<file path="config.mk">
export PLATFORM = sky130hd
export DESIGN_NAME = cpu_run_sequencer
export DESIGN_NICKNAME = d
export VERILOG_FILES = /design/src/rtl/cpu_run_sequencer_pkg.sv /design/src/rtl/cpu_run_sequencer_dmem_port_mux.sv /design/src/rtl/cpu_run_sequencer.sv
export SDC_FILE = /design/constraint.sdc
export NUM_CORES = 1
export LEC_CHECK = 0
export ABC_AREA = 1
export CAP_MARGIN = 20
export CORE_ASPECT_RATIO = 1.1
export CORE_MARGIN = 5
export CORE_UTILIZATION = 42
export CTS_CLUSTER_DIAMETER = 150
export CTS_CLUSTER_SIZE = 24
export DETAILED_ROUTE_END_ITERATION = 10
export GPL_TIMING_DRIVEN = 0
export PLACE_DENSITY = 0.82
export SLEW_MARGIN = 20
export SYNTH_ARGS = -nofsm -noshare
export SYNTH_HDL_FRONTEND = slang
export SYNTH_SLANG_ARGS = --single-unit
</file>
<file path="constraint.sdc">
create_clock -name clk -period 3.7 [get_ports clk]
set_input_delay 0.37 -clock clk [delete_from_list [all_inputs] [get_ports clk]]
set_output_delay 0.37 -clock clk [all_outputs]
set_load 0.02 [all_outputs]
</file>
<file path="src/rtl/cpu_run_sequencer_pkg.sv">
// Shared types and constants for the CPU run-level sequencer.
package cpu_run_sequencer_pkg;

    localparam int WORD_W = 32;

    typedef enum logic [2:0] {
        IDLE,
        RESET_CPU,
        START,
        RUN,
        DRAIN,
        DONE
    } run_state_t;

    // The host may touch data memory only while the CPU is parked.
    function automatic logic hostOwnsState(input run_state_t s);
        return (s == IDLE) || (s == DONE);
    endfunction

endpackage

</file>
<file path="src/rtl/cpu_run_sequencer_dmem_port_mux.sv">
// Selects whether the host or the CPU drives the single data-memory port.
module cpu_run_sequencer_dmem_port_mux
    import cpu_run_sequencer_pkg::*;
(
    input  logic              cpuOwns,
    input  logic              hostReq,
    input  logic              hostWe,
    input  logic [WORD_W-1:0] hostAddr,
    input  logic [WORD_W-1:0] hostWdata,
    input  logic              cpuWe,
    input  logic [WORD_W-1:0] cpuAddr,
    input  logic [WORD_W-1:0] cpuWdata,
    output logic              memWe,
    output logic [WORD_W-1:0] memAddr,
    output logic [WORD_W-1:0] memWdata
);

    // Pure select; a host write only counts when it is an actual request.
    always_comb begin
        if (cpuOwns) begin
            memWe    = cpuWe;
            memAddr  = cpuAddr;
            memWdata = cpuWdata;
        end else begin
            memWe    = hostReq & hostWe;
            memAddr  = hostAddr;
            memWdata = hostWdata;
        end
    end

endmodule

</file>
<file path="src/rtl/cpu_run_sequencer.sv">
// Run-level controller: holds the CPU in reset while the host loads memory,
// starts it, waits for its end flag, drains late writes, then hands memory back.
//
// state     | meaning
// ----------+--------------------------------------------------------------
// IDLE      | host owns memory, CPU held in reset
// RESET_CPU | CPU held in reset for RST_CYCLES cycles, CPU owns memory
// START     | CPU released, one-cycle start pulse
// RUN       | CPU executing, cycle_count advancing, watching end flag/timeout
// DRAIN     | pipeline writes still retiring for DRAIN_CYCLES cycles
// DONE      | CPU frozen in reset, host reads results
module cpu_run_sequencer
    import cpu_run_sequencer_pkg::*;
#(
    parameter int          RST_CYCLES     = 4,
    parameter int          DRAIN_CYCLES   = 3,
    parameter logic [31:0] TIMEOUT_CYCLES = 32'd1_000_000
) (
    input  logic              clk,
    input  logic              reset,
    input  logic              host_go,
    input  logic              host_req,
    input  logic              host_we,
    input  logic [WORD_W-1:0] host_addr,
    input  logic [WORD_W-1:0] host_wdata,
    output logic              host_gnt,
    output logic [WORD_W-1:0] host_rdata,
    output logic              host_rvalid,
    output logic              cpu_reset,
    output logic              cpu_start,
    input  logic              cpu_mem_write,
    input  logic [WORD_W-1:0] cpu_addr,
    input  logic [WORD_W-1:0] cpu_wdata,
    output logic [WORD_W-1:0] cpu_rdata,
    input  logic              end_flag,
    output logic              mem_we,
    output logic [WORD_W-1:0] mem_addr,
    output logic [WORD_W-1:0] mem_wdata,
    input  logic [WORD_W-1:0] mem_rdata,
    output logic              busy,
    output logic              done,
    output logic              timeout,
    output logic [31:0]       cycle_count
);

    localparam logic [31:0] RST_LOAD     = 32'(RST_CYCLES - 1);
    localparam logic [31:0] DRAIN_LOAD   = 32'(DRAIN_CYCLES - 1);
    localparam logic [31:0] TIMEOUT_LAST = TIMEOUT_CYCLES - 32'd1;

    run_state_t  state;
    run_state_t  stateNext;
    logic [31:0] phaseCnt;
    logic        cpuOwnsMem;
    logic        goAccept;
    logic        runTimeout;
    logic        hostRead;

    assign goAccept   = host_go & hostOwnsState(state);
    assign runTimeout = (state == RUN) && !end_flag && (cycle_count == TIMEOUT_LAST);
    assign host_gnt   = host_req & hostOwnsState(state);
    assign hostRead   = host_gnt & ~host_we;
    assign cpu_rdata  = mem_rdata;

    // State register; reset aborts any run and parks the CPU.
    always_ff @(posedge clk or posedge reset) begin
        if (reset) state <= IDLE;
        else       state <= stateNext;
    end

    // Next-state decode.
    always_comb begin
        stateNext = state;
        case (state)
            IDLE, DONE: if (host_go) stateNext = RESET_CPU;
            RESET_CPU:  if (phaseCnt == 32'd0) stateNext = START;
            START:      stateNext = RUN;
            RUN:        if (end_flag || runTimeout) stateNext = DRAIN;
            DRAIN:      if (phaseCnt == 32'd0) stateNext = DONE;
            default:    stateNext = IDLE;
        endcase
    end

    // Per-state outputs; CPU is in reset everywhere except START/RUN/DRAIN.
    always_comb begin
        cpu_reset  = 1'b1;
        cpu_start  = 1'b0;
        busy       = 1'b0;
        done       = 1'b0;
        cpuOwnsMem = 1'b0;
        case (state)
            RESET_CPU: begin
                busy       = 1'b1;
                cpuOwnsMem = 1'b1;
            end
            START: begin
                cpu_reset  = 1'b0;
                cpu_start  = 1'b1;
                busy       = 1'b1;
                cpuOwnsMem = 1'b1;
            end
            RUN, DRAIN: begin
                cpu_reset  = 1'b0;
                busy       = 1'b1;
                cpuOwnsMem = 1'b1;
            end
            DONE:    done = 1'b1;
            default: ;
        endcase
    end

    // One down-counter serves both the reset hold and the drain window.
    always_ff @(posedge clk or posedge reset) begin
        if (reset) begin
            phaseCnt <= 32'd0;
        end else if (goAccept) begin
            phaseCnt <= RST_LOAD;
        end else if (state == RUN && stateNext == DRAIN) begin
            phaseCnt <= DRAIN_LOAD;
        end else if ((state == RESET_CPU || state == DRAIN) && phaseCnt != 32'd0) begin
            phaseCnt <= phaseCnt - 32'd1;
        end
    end

    // Run-length counter (saturating) and sticky timeout flag.
    always_ff @(posedge clk or posedge reset) begin
        if (reset) begin
            cycle_count <= 32'd0;
            timeout     <= 1'b0;
        end else if (goAccept) begin
            cycle_count <= 32'd0;
            timeout     <= 1'b0;
        end else begin
            if (state == RUN && cycle_count != 32'hFFFF_FFFF) cycle_count <= cycle_count + 32'd1;
            if (runTimeout) timeout <= 1'b1;
        end
    end

    // Host read data is captured at grant and presented the following cycle.
    always_ff @(posedge clk or posedge reset) begin
        if (reset) begin
            host_rvalid <= 1'b0;
            host_rdata  <= '0;
        end else begin
            host_rvalid <= hostRead;
            if (hostRead) host_rdata <= mem_rdata;
        end
    end

    cpu_run_sequencer_dmem_port_mux uMux (
        .cpuOwns   (cpuOwnsMem),
        .hostReq   (host_req),
        .hostWe    (host_we),
        .hostAddr  (host_addr),
        .hostWdata (host_wdata),
        .cpuWe     (cpu_mem_write),
        .cpuAddr   (cpu_addr),
        .cpuWdata  (cpu_wdata),
        .memWe     (mem_we),
        .memAddr   (mem_addr),
        .memWdata  (mem_wdata)
    );

endmodule
</file>
=== After elaboration in Yosys (flattened, before gate mapping) ===
Cells that the tools add are included.
W data, S select, Z words.

* Register bits: 101
* Input bits: 167
* Output and inout port bits: 168
* Word-level logic and storage cells: 58

* Add/subtract/negate cells: 2
* Equality and inequality tests: 8
* Multiplexer cells: 19
* Bitwise gates (word level): 5
* Reduce and logical (&&, ||, !) cells: 18

{| class="wikitable"
|+ Operators with widths
! cell !! count
|-
| $mux W32 || 7
|-
| $add A32 B1 Y32 const B || 1
|-
| $eq A32 B20 Y1 const B || 1
|-
| $logic_not A32 Y1 || 1
|-
| $ne A32 B32 Y1 const B || 1
|-
| $reduce_bool A32 Y1 || 1
|-
| $sub A32 B1 Y32 const B || 1
|-
| $pmux W3 S5 || 1
|-
| $mux W3 || 4
|-
| $eq A3 B3 Y1 const B || 3
|-
| $mux W1 || 7
|-
| $eq A3 B2 Y1 const B || 2
|-
| $logic_and A1 B1 Y1 || 5
|-
| $and A1 B1 Y1 || 4
|-
| $reduce_bool A2 Y1 || 2
|-
| $reduce_or A4 Y1 || 1
|-
| $eq A3 B1 Y1 const B || 1
|-
| $logic_not A3 Y1 || 1
|-
| $logic_or A1 B1 Y1 || 3
|-
| $reduce_bool A3 Y1 || 1
|-
| $reduce_or A3 Y1 || 1
|-
| $reduce_or A2 Y1 || 1
|-
| $logic_not A1 Y1 || 1
|-
| $not A1 Y1 || 1
|}

=== Longest topological paths before layout ===
* Word-level depth: 10
* Gate-level depth with buffers: 13
* Mapped depth without buffers: 12

=== Cells and area by module ===
Synthesis repeated with hierarchy kept, for this count alone.

* Cell total of the unflattened synthesis: 1098
* Area total of the unflattened synthesis: 6925.4 um^2

{| class="wikitable"
|+ Modules (own cells, without submodules)
! module !! instances !! cells an instance !! area each (um^2)
|-
| cpu_run_sequencer || 1 || 888 || 6098.3
|-
| cpu_run_sequencer_dmem_port_mux || 1 || 210 || 827.0
|}

=== Worst setup path after synthesis ===
Ideal clock, no wire load.

* Kind: register to output
* From: reg state[0]
* To: out mem_wdata[18]
* Data arrival time: 1489 ps
* Required time: 3330 ps
* Slack: 1841 ps
* Cell stages (with the launch flop): 9
* Path buffers: 1
* Cell sequence: dfrtp_1 > inv_2 > nand3_1 > nand2_1 > nor2_1 > inv_1 > clkbuf_1 > nand2_1 > nand2_1

* Word-level cells in the longest chain between the ends: 4

{| class="wikitable"
|+ RTL lines
! what !! line !! text
|-
| start: declaration || cpu_run_sequencer.sv:50 || <nowiki>run_state_t state;</nowiki>
|-
| start signal: assignment || cpu_run_sequencer.sv:67 || <nowiki>else state <= stateNext;</nowiki>
|-
| $eq A3 B2 Y1 (tied with other cells) || n/a ||
|-
| $reduce_or A4 Y1 (no line) * || n/a ||
|-
| $mux W1 * || n/a ||
|-
| net busy || cpu_run_sequencer.sv:40 || <nowiki>output logic busy,</nowiki>
|-
| $mux W32 * || cpu_run_sequencer_dmem_port_mux.sv:20 || <nowiki>if (cpuOwns) begin</nowiki>
|-
| end: declaration || cpu_run_sequencer.sv:38 || <nowiki>output logic [WORD_W-1:0] mem_wdata,</nowiki>
|}

The timed path passes the listed nets; every way through them passes the cells marked *.

=== Worst setup path after layout ===
* From: reg state[0]
* To: out mem_wdata[25]

* Word-level cells in the longest chain between the ends: 4

{| class="wikitable"
|+ RTL lines
! what !! line !! text
|-
| $eq A3 B2 Y1 (tied with other cells) || cpu_run_sequencer.sv:90 || <nowiki>case (state)</nowiki>
|-
| $reduce_or A4 Y1 (no line) * || n/a ||
|-
| $mux W1 * || cpu_run_sequencer.sv:90 ||
|-
| $mux W32 * || cpu_run_sequencer_dmem_port_mux.sv:20 ||
|}

Mark *: on every way between the ends. The rest lies on a longest branch, timed or not.

==> out/qor.txt <==
==================================================================================================
Drt total wl                                                                             29,200 µm
Number of synthesis warnings                                                                     0
Area of the mapped netlist                                                                7040 µm²
Maximum clock path buffer count                                                                  2
Cell count after placement                                                                   1,660
EDFF count, synth                                                                                0
Quantity of I/O buffers inserted on ports                                                      334
Reg power frac                                                                               0.246
H-tree lvl count                                                                                 3
Grt total ovfl                                                                                   0
Post-CTS setup buffers                                                                           0
Compound-gate portion of the synthesized area                                               0.0308
Ranking of synthesized cells by area                                                  sky130_fd_sc_hd__dfrtp_1 36%, sky130_fd_sc_hd__nand2_1 28%, sky130_fd_sc_hd__nor2_1 7.3%
Worst Path Arrival                                                                         2850 ps
Total GRT Usage                                                                              0.291
Main combinational cell family by area after synthesis                                simple AND/OR/NAND/NOR gates
Portion of synthesized cell area occupied by the leading cell type                           0.359
Post-synthesis net count                                                                     1,290
Total placed instance area                                                              10,700 µm²
Largest net degree at the start of global routing                                               62
Critical path's slowest cell                                                          sky130_fd_sc_hd__clkdlybuf4s50_1
Ant diodes                                                                                       0
Combinational Power Share                                                                    0.613
Share of the cycle needed by the critical path after routing                                 0.870
Post-synthesis xor/xnor area fraction                                                       0.0137
Boundary Pins                                                                                  335
Number of optimization iterations in the first detailed-route pass                               6
Simple-gate share of the synthesized area                                                    0.478
CTS root buffer                                                                       sky130_fd_sc_hd__clkbuf_16
Global placement routability congestion                                                      0.983
Fin Clk Skew                                                                               6.68 ps
Number of standard cells in the final layout excluding fillers                               1,676
Drt initial violations                                                                         743
Cell leakage power                                                                         5.35 nW
Clock sink count                                                                               101
Count of nets after finishing                                                                1,636
Most repeated cell in the gate-level netlist after synthesis                          sky130_fd_sc_hd__nand2_1
Starting utilization of the core area                                                        0.428
Synthesized area per cell                                                                 6.28 µm²
Required arrival time at the worst endpoint                                                3330 ps
RSZ-0062 raised after global routing                                                            no
Die width                                                                                   133 µm
First-pass GRT wire length                                                               44,100 µm
FF+latch count, synth                                                                          101
Clock power frac                                                                             0.140
WL/cell                                                                                    17.4 µm
Portion of netlist area occupied by mux cells                                                    0
Worst-case reg-to-reg path depth                                                                 9
Critical path's top delay family                                                      buffers and inverters
Internal power summed over all cells                                                       3.72 mW
Total clock buffers created by CTS                                                               9
Final design area excluding fillers                                                     11,000 µm²
Startpoint kind of the worst setup timing path                                                flop
Hpwl dp                                                                                  24,000 µm
Timing-limited maximum frequency                                                           311 MHz
Std cell rows                                                                                   49
Async SR Flop Fraction                                                                        1.00
Source-to-sink clock delay at the later pin of the worst-skew pair                          360 ps
Switching part of the total power                                                            0.471
Vias per cell                                                                                 5.00
Synth Flop Type                                                                       sky130_fd_sc_hd__dfrtp_1
Total core area                                                                         16,400 µm²
Buffering stage count on the worst path with inverters included                                  4
Post-Syn Instances                                                                           1,121
Post-CTS Hold Buffers                                                                            0
Setup violators final                                                                            0
Antenna viol nets, final                                                                         0
Remaining design rule violation count                                                            0
Die outline area                                                                        19,400 µm²
Setup Total Neg Slack                                                                         0 ps
Final WS setup                                                                              480 ps
Cell depth of the worst setup path                                                               9
Critical path fanouts, max                                                                      10
Path type of the worst setup path                                                     flop to primary output
Leading post-synthesis cells by instance count                                        531 x sky130_fd_sc_hd__nand2_1, 137 x sky130_fd_sc_hd__nor2_1, 101 x sky130_fd_sc_hd__dfrtp_1
Cell type contributing the most total cell area after synthesis                       sky130_fd_sc_hd__dfrtp_1
Critical Path Max Stage Delay                                                               650 ps
Endpoint type of the worst setup path                                                 primary output
Clock transition time at the flip-flop clock pins of the worst setup and hold paths          70 ps
Die span in y                                                                               146 µm
Worst min-delay path category                                                         input pin to async pin
Gates resized, CTS repair                                                                        0
Yosys cell types                                                                                36
Number of vias in the routed layout                                                          8,373
Actual transition at the worst max-transition pin                                           566 ps
Adder-cell share of the synthesized area                                                   0.00356
Portion of the post-synthesis area used by sequential elements                               0.359
Worst-case headroom to the max-slew limit                                                    0.620
Power Dens Cells                                                                        642 nW/µm²
Critical-path cell list                                                               inv_2 > nand3_1 > nand2_1 > nor2_1 > buf_2 > buf_2 > nand2_1 > nand2_1 > clkdlybuf4s50_1
CP dominant cell by count                                                             sky130_fd_sc_hd__nand2_1
Result of the run                                                                     finished, final reports clean
Switching pwr                                                                              3.32 mW
Number of global-route vias before repair                                                    7,902
Setup slack after placement                                                                 875 ps
Final hold violation count                                                                       0
Layout-stage area growth over the synthesis result                                           55.9%
Max rail drop VDD                                                                           331 µV
Clock tree from TritonCTS                                                                     done
Number of max-capacitance violations reported                                                    0
Crit path time final                                                                       3220 ps
Fraction of final layout cells with drive strength greater than 1                           0.0788
Final slew viol count                                                                            0
Initial antenna violation count                                                                  1
==================================================================================================
==> cells in the final DEF, fill, tap and decap left out, types with 3 or more instances in the layout <==
cell	count
sky130_fd_sc_hd__nand2_1	531
sky130_fd_sc_hd__clkdlybuf4s50_1	334
sky130_fd_sc_hd__nor2_1	137
sky130_fd_sc_hd__dfrtp_1	101
sky130_fd_sc_hd__inv_1	82
sky130_fd_sc_hd__nand3_1	55
sky130_fd_sc_hd__nand4_1	35
sky130_fd_sc_hd__buf_4	34
sky130_fd_sc_hd__buf_2	23
sky130_fd_sc_hd__nor3_1	19
sky130_fd_sc_hd__o21ai_1	16
sky130_fd_sc_hd__o21ai_0	11
sky130_fd_sc_hd__nor2_2	10
sky130_fd_sc_hd__clkbuf_16	9
sky130_fd_sc_hd__xor2_1	8
sky130_fd_sc_hd__clkbuf_1	7
sky130_fd_sc_hd__buf_6	7
sky130_fd_sc_hd__nand2_2	6
sky130_fd_sc_hd__inv_2	5
sky130_fd_sc_hd__xnor2_1	3
sky130_fd_sc_hd__nand3b_1	3
sky130_fd_sc_hd__a21oi_1	3
sky130_fd_sc_hd__nand3_2	3
sky130_fd_sc_hd__nor2_4	3
==> logic make-up (layout without fill, tap and decap cells) <==
logic type | Yosys count | after routing
adders and majority gates | 2 | 2
DFF | 101 | 101
and+or+nand+nor | 809 | 809
xor gates and xnor gates | 11 | 11
buffers and inverters | 160 | 511
AOI/OAI and AO/OA | 38 | 38
==> cell type report <==
type / instances / area, µm²
fill: 1448 / 5460
clock inverter: 5 / 58.8
timing repair buffer: 335 / 3370
clock buffer: 11 / 243
tap: 204 / 255
buffer: 70 / 472
sequential: 101 / 2530
inverter: 90 / 344
multi-input combinational: 860 / 3700
==> worst paths after layout <==
path                            slack, ps                        from                     endpoint
worst min register to register        470  host_rdata[16]$_DFFE_PP0P_   host_rdata[16]$_DFFE_PP0P_
min in group clk                      470  host_rdata[16]$_DFFE_PP0P_   host_rdata[16]$_DFFE_PP0P_
max in group asynchronous            2660                       reset     phaseCnt[24]$_DFFE_PP0P_
worst min-delay path                  390                       reset  cycle_count[26]$_DFFE_PP0P_
worst max register to register       1560  cycle_count[0]$_DFFE_PP0P_     phaseCnt[29]$_DFFE_PP0P_
worst max-delay path                  480          state[0]$_DFF_PP0_                mem_wdata[25]
==> power groups by stage <==
stage               Sequential, mW  Clock, mW  Combinational [mW]
global placement              1.73          0                4.22
floorplan                     1.93          0                2.17
finish                        1.73      0.989                4.32
global route                  1.78       1.04                4.68
detailed placement            1.74          0                4.28
CTS                           1.73      0.996                4.30
==> stage by stage <==
| stage | hold slack (ps) | util | total power [mW] |
|---|---|---|---|
| 3_3_place_gp | 453 | 0.647 | 5.94 |
| 6_report | 395 | 0.668 | 7.04 |
| 4_1_cts | 407 | 0.668 | 7.02 |
| 5_1_grt | 424 | 0.668 | 7.50 |
| 2_1_floorplan | 467 | - | 4.10 |
| 3_5_place_dp | 458 | 0.649 | 6.01 |
==> state kept, by name, indices dropped and copies added, names as in the netlist <==
signal and count:
cycle_count 32, host_rdata 32, phaseCnt 32, state 3
host_rvalid 1, timeout 1
==> layer usage <==
layer,track usage,up-vias,routed length (µm)
li1,-,4140,-
met1,0.384,3800,12000
met2,0.477,398,13700
met3,0.0813,33,2980
met4,0.0658,2,433
met5,0,-,11
(Power assumes the default switching activity.)
